==> src/rtl/mem_arb_pkg.sv <==
// mem_arb_pkg: shared types and constants for the memory port arbiter
package mem_arb_pkg;
  typedef enum logic [1:0] {IDLE, ISSUE, WAIT, DONE} state_t;
  localparam logic [1:0] STARVE_LIMIT = 2'd3;
  localparam int MEM_LAT_DEFAULT = 1;
endpackage

==> src/rtl/mem_port_arbiter.sv <==
// mem_port_arbiter: shares one single-port memory between fetch and data-stage requesters
module mem_port_arbiter
  import mem_arb_pkg::*;
#(
  parameter int MEM_LAT = MEM_LAT_DEFAULT
) (
  input  logic        Clk,
  input  logic        Rst,
  input  logic        IReq,
  input  logic [31:0] IAddr,
  output logic [31:0] IRdata,
  output logic        IDone,
  input  logic        DReq,
  input  logic        DWrite,
  input  logic [31:0] DAddr,
  input  logic [31:0] DWdata,
  output logic [31:0] DRdata,
  output logic        DDone,
  output logic [31:0] MemAddr,
  output logic [31:0] MemWdata,
  output logic        MemRead,
  output logic        MemWrite,
  input  logic [31:0] MemRdata,
  output logic        Stall
);
  state_t      r_state, w_next;
  logic        r_id_d;
  logic        r_write;
  logic [31:0] r_addr, r_wdata, r_irdata, r_drdata;
  logic [1:0]  r_starve;
  logic [2:0]  r_lat;
  logic        w_grant_i, w_grant_d, w_last;
  assign w_grant_i = IReq && (!DReq || r_starve == STARVE_LIMIT);
  assign w_grant_d = DReq && !w_grant_i;
  assign w_last    = r_lat == 3'd0;
  assign IRdata    = r_irdata;
  assign DRdata    = r_drdata;
  assign MemAddr   = r_addr;
  assign MemWdata  = r_wdata;
  assign Stall     = (IReq && !IDone) || (DReq && !DDone);
  // state register
  always_ff @(posedge Clk) begin
    if (Rst) r_state <= IDLE;
    else r_state <= w_next;
  end
  // next state and strobe/pulse decode
  always_comb begin
    w_next   = r_state;
    MemRead  = 1'b0;
    MemWrite = 1'b0;
    IDone    = 1'b0;
    DDone    = 1'b0;
    unique case (r_state)
      IDLE:  w_next = (IReq || DReq) ? ISSUE : IDLE;
      ISSUE: begin
        MemRead  = !r_write;
        MemWrite = r_write;
        w_next   = r_write ? DONE : WAIT;
      end
      WAIT:  w_next = w_last ? DONE : WAIT;
      DONE:  begin
        IDone  = !r_id_d;
        DDone  = r_id_d;
        w_next = IDLE;
      end
    endcase
  end
  // grant latching, starvation tracking, latency count and read-data capture
  always_ff @(posedge Clk) begin
    if (Rst) begin
      r_id_d   <= 1'b0;
      r_write  <= 1'b0;
      r_addr   <= '0;
      r_wdata  <= '0;
      r_irdata <= '0;
      r_drdata <= '0;
      r_starve <= '0;
      r_lat    <= '0;
    end else begin
      if (r_state == IDLE) begin
        if (IReq || DReq) begin
          r_id_d  <= w_grant_d;
          r_addr  <= w_grant_d ? DAddr : IAddr;
          r_write <= w_grant_d && DWrite;
          if (w_grant_d && DWrite) r_wdata <= DWdata;
        end
        r_starve <= (!IReq || w_grant_i) ? 2'd0 : r_starve + 2'd1;
      end
      if (r_state == ISSUE) r_lat <= 3'(MEM_LAT - 1);
      if (r_state == WAIT) begin
        r_lat <= w_last ? 3'd0 : r_lat - 3'd1;
        if (w_last && r_id_d) r_drdata <= MemRdata;
        if (w_last && !r_id_d) r_irdata <= MemRdata;
      end
    end
  end
endmodule

==> config.mk <==
export PLATFORM = sky130hd
export DESIGN_NAME = mem_port_arbiter
export DESIGN_NICKNAME = d
export VERILOG_FILES = /design/src/rtl/mem_arb_pkg.sv /design/src/rtl/mem_port_arbiter.sv
export SDC_FILE = /design/constraint.sdc
export NUM_CORES = 1
export LEC_CHECK = 0
export CORE_AREA = 2 2 127 129
export CTS_BUF_LIST = sky130_fd_sc_hd__clkbuf_8
export DETAILED_ROUTE_END_ITERATION = 16
export DIE_AREA = 0 0 129 131
export PLACE_DENSITY_LB_ADDON = 0.08
export SETUP_SLACK_MARGIN = 0.2
export SLEW_MARGIN = 40
export SYNTH_ARGS = -nofsm -noshare
export SYNTH_HDL_FRONTEND = slang
export SYNTH_SLANG_ARGS = --single-unit
==> constraint.sdc <==
create_clock -name Clk -period 1.6 [get_ports Clk]
set_input_delay 0.32 -clock Clk [delete_from_list [all_inputs] [get_ports Clk]]
set_output_delay 0.32 -clock Clk [all_outputs]
set_load 0.1 [all_outputs]
[Word level (Yosys, flattened, before mapping)]
Cells that the tools add are included.
Storage, ports and cells
  register bits: 137
  input bits: 133
  output and inout port bits: 133
  word-level logic and storage cells: 53
Cells by class
  add/sub/neg operators: 2
  equality and inequality tests: 4
  mux-type cells: 13
  reduce and logical (&&, ||, !) cells: 25
Operators by type and width (count)
  $mux W32: 1
  $mux W3: 3
  $pmux W2 S4: 1
  $logic_and A1 B1 Y1: 7
  $logic_not A1 Y1: 7
  $mux W1: 7
  $eq A2 B2 Y1 const B: 3
  $reduce_and A2 Y1: 3
  $logic_or A1 B1 Y1: 4
  $logic_not A3 Y1: 1
  $reduce_and A3 Y1: 1
  $sub A3 B1 Y3 const B: 1
  $add A2 B1 Y2 const B: 1
  $eq A2 B1 Y1 const B: 1
  $logic_not A2 Y1: 1
  $mux W2: 1
  $reduce_bool A2 Y1: 1

[Depth between registers and ports, before layout]
  depth after elaboration: 7
  mapped depth: 7

[Worst setup path before layout]
OpenSTA, ideal clock, no wires.
  kind: reg-to-output
  start: register r_state[0]
  end: output port Stall
  arrival time: 2758 ps
  data required time: 1280 ps
  path slack: -1478 ps
  cell stages (with the launch flop): 5
  path through: dfxtp_1 ha_1 nor2b_1 nor2_1 a2bb2oi_1
On the way
  longest elaborated chain between the ends: 5
RTL lines
  start: declaration: line mem_port_arbiter.sv:26  | state_t r_state, w_next;
  start signal: assignment: line mem_port_arbiter.sv:44  | else r_state <= w_next;
  $eq A2 B2 Y1: line mem_port_arbiter.sv:53  | unique case (r_state)
  $mux W1: line mem_port_arbiter.sv:53
  via IDone: line mem_port_arbiter.sv:12  | output logic IDone,
  $logic_not A1 Y1: line mem_port_arbiter.sv:40  | assign Stall = (IReq && !IDone) || (DReq && !DDone);
  $logic_and A1 B1 Y1: line mem_port_arbiter.sv:40
  $logic_or A1 B1 Y1: line mem_port_arbiter.sv:40
  end: declaration: line mem_port_arbiter.sv:24  | output logic Stall
The timed path passes the listed nets, and every way through them passes these cells.

[Final worst setup path]
  start: register r_state[1]
  end: output port Stall
On the way
  longest elaborated chain between the ends: 5
RTL lines (line)
  $eq A2 B2 Y1 (*): mem_port_arbiter.sv:53
  $mux W1: mem_port_arbiter.sv:53
  $logic_not A1 Y1: mem_port_arbiter.sv:40
  $logic_and A1 B1 Y1: mem_port_arbiter.sv:40
  $logic_or A1 B1 Y1 (*): mem_port_arbiter.sv:40
Every way passes the cells marked *; elsewhere a longest branch is shown, timed or not.

==> metrics.txt <==
TritonCTS Buffers=17; Sink Count=137; CTS tree=yes; vias in the first global route=5544; pwr/cell area=1140 nW/um^2; clk_lat worst skew=430 ps; Setup violations, final=69; part of the Yosys area used for sequential elements=0.460; Final ANT Viol Nets=0; FMAX=542 MHz; Core Util, Final=0.705; Nets=1025; Synth top area share=0.460; Area after DPL=10400 sq um; area grow syn2layout=84.4%; post-synth top area cell=dfxtp_1; r2r setup slk=-110 ps; Inserted Diodes=0; Synth Area in Compound Gates=0.0888; Site Rows=46; vias per std cell=4.75; post-synthesis xor/xnor area fraction=0; chip width=129 um; CP startpoint kind=flip-flop; die extent in y=131 um; commonest non-fill, non-tap cells in the layout=nand2b_1 (164), buf_12 (151), dfxtp_1 (131); max-slew violations=0; FF+latch count, synth=137; setup tns final=-5350 ps; crit path time final=1840 ps; gr usage total=0.203; deepest clock path buffer count=2; largest net degree at the start of global routing=60; core area=15600 sq um; Crit. End Element=output pin; first-pass GRT wire length=26.9 mm; Adder-Cell Fraction of Synth Area=0.0126; number of I/O pins=266; Final Hold Fails=0; final hold slack=411 ps; initial DRC count=152; Starting Density=0.382; YS warnings=0; synth unique cells=30; Syn Inst Count=618; Final Skew=10.7 ps; crit path kind=flip-flop to output pin; routed wire length per instance=15.6 um; final period utilization=1.15; main combinational cell family by area after synthesis=simple AND/OR/NAND/NOR gates; Tot Pwr=12.5 mW; full die area=16900 sq um; share of post-route cells with drive strength above 1=0.240; antenna violations before repair=0; RePlAce Congestion=0.803; total wire length=17.4 mm; Port-buffer cells=265; area of the multi-input gates=3080 sq um; Post-Synth Simple-Gate Area=0.233; post-synthesis mux area share=0.161; setup ws final=-244 ps; RSZ-0062 raised after global routing=true; via count=5276; Post-Syn Nets=757; Slew HR=0.810; commonest non-fill, non-tap cell in the layout=nand2b_1; H-tree lvl count=4; Cell Area, Synth=5960 sq um; max_cap viols=0; Reg clk slew, reported paths=70 ps; Sequential cell area=2750 sq um; Root Buffer=clkbuf_8; dpl hpwl=13.0 mm; status=complete, but fails checks; critical path arrival=1520 ps; Worst IR Drop VDD=681 uV; crit-path max FO=3; global route total overflow=0; Min-Delay Path Class=primary input to flip-flop; failing checks=setup timing; syn avg cell area=9.65 sq um; Slew @ Worst Pin=285 ps; Worst Path Required=1280 ps; DRC=0; largest cells by area after synthesis=dfxtp_1 (46%), nand2b_1 (17%), mux2i_1 (16%); post-route cell area=11000 sq um; Leakage=4.41 nW; Detailed Routing Iterations Pass 1=4; # fillers=1136
## worst paths after layout
path                                   from     endpoint  cells after the start
worst max-delay path             r_state[1]        Stall                      5
worst min-delay path                    Rst   IRdata[16]                      3
worst max register to register   r_state[0]    IRdata[5]                      6
worst min register to register  r_starve[1]  r_starve[1]                      2
## cells by family (layout without fill, tap and decap cells)
family | Yosys count | in the layout
flops | 137 | 137
mux | 96 | 96
simple gates | 247 | 247
buf+inv | 50 | 327
fa+ha+maj | 6 | 6
compound gates | 82 | 82
## area by class of cell
type / count / share of cell area
Inverter: 3 / 0.00102
Tap cell: 216 / 0.0246
Timing Repair Buffer: 296 / 0.413
Multi-Input combinational cell: 431 / 0.280
Clock inverter: 8 / 0.00546
Sequential cell: 137 / 0.250
Clock buffer: 20 / 0.0250
## state kept, by name (all words and copies together), names as in the netlist
| name | flops |
|---|---|
| DRdata | 32 |
| IRdata | 32 |
| MemAddr | 32 |
| MemWdata | 32 |
| r_id_d | 1 |
| r_lat | 3 |
| r_starve | 2 |
| r_state | 2 |
| r_write | 1 |
## stage by stage
| stage | instances | setup slack (ps) |
|---|---|---|
| floorplan | 618 | -123 |
| global placement | 1074 | -194 |
| detailed placement | 1074 | -306 |
| CTS | 1111 | -282 |
| global route | 1111 | -306 |
| finish | 1111 | -244 |
## layer usage
layer  part of all wire  track usage  up-vias
met5                  0            0        -
met4              0.036        0.105        0
met3              0.074       0.0684       44
met2               0.50        0.364      204
met1               0.39        0.213     2443
li1                   -            -     2585
## synthesized netlist by cell type
cell	number
a21oi_1	39
inv_1	3
nor4b_2	1
nand3_1	2
mux2i_1	96
and2_1	2
o21bai_1	1
a21bo_2	2
dfxtp_1	137
and3_1	1
buf_8	3
and3b_1	2
buf_1	2
nor2_1	34
nand3b_1	2
ha_1	6
nand2b_1	164
a22oi_1	1
o21ai_2	1
buf_6	3
nor2b_1	4
buf_2	13
o21a_1	1
o21ai_0	3
buf_4	2
a211oi_1	32
clkbuf_1	24
a2bb2oi_1	1
a21boi_4	1
nand2_1	35
## power breakdown
| part | internal (mW) | total (mW) | switching (mW) |
|---|---|---|---|
| Combinational | 2.42 | 5.84 | 3.43 |
| Sequential | 3.76 | 4.14 | 0.375 |
| Clock | 1.29 | 2.50 | 1.22 |
| Total | 7.47 | 12.5 | 5.02 |
## critical path: stages, from the launching register on
cell	delay, ps
dfxtp_2	340
ha_4	160
nor2b_4	140
nor2_4	100
a2bb2oi_4	160
buf_12	190
## what timing repair did
item,CTS,global route
hold buffers,0,0
pin swaps,5,10
setup buffers,5,0
gates resized for setup,17,5
endpoints found under the setup margin,134,137
cloned,4,0
No activity file was read; power rests on OpenSTA's default activity.
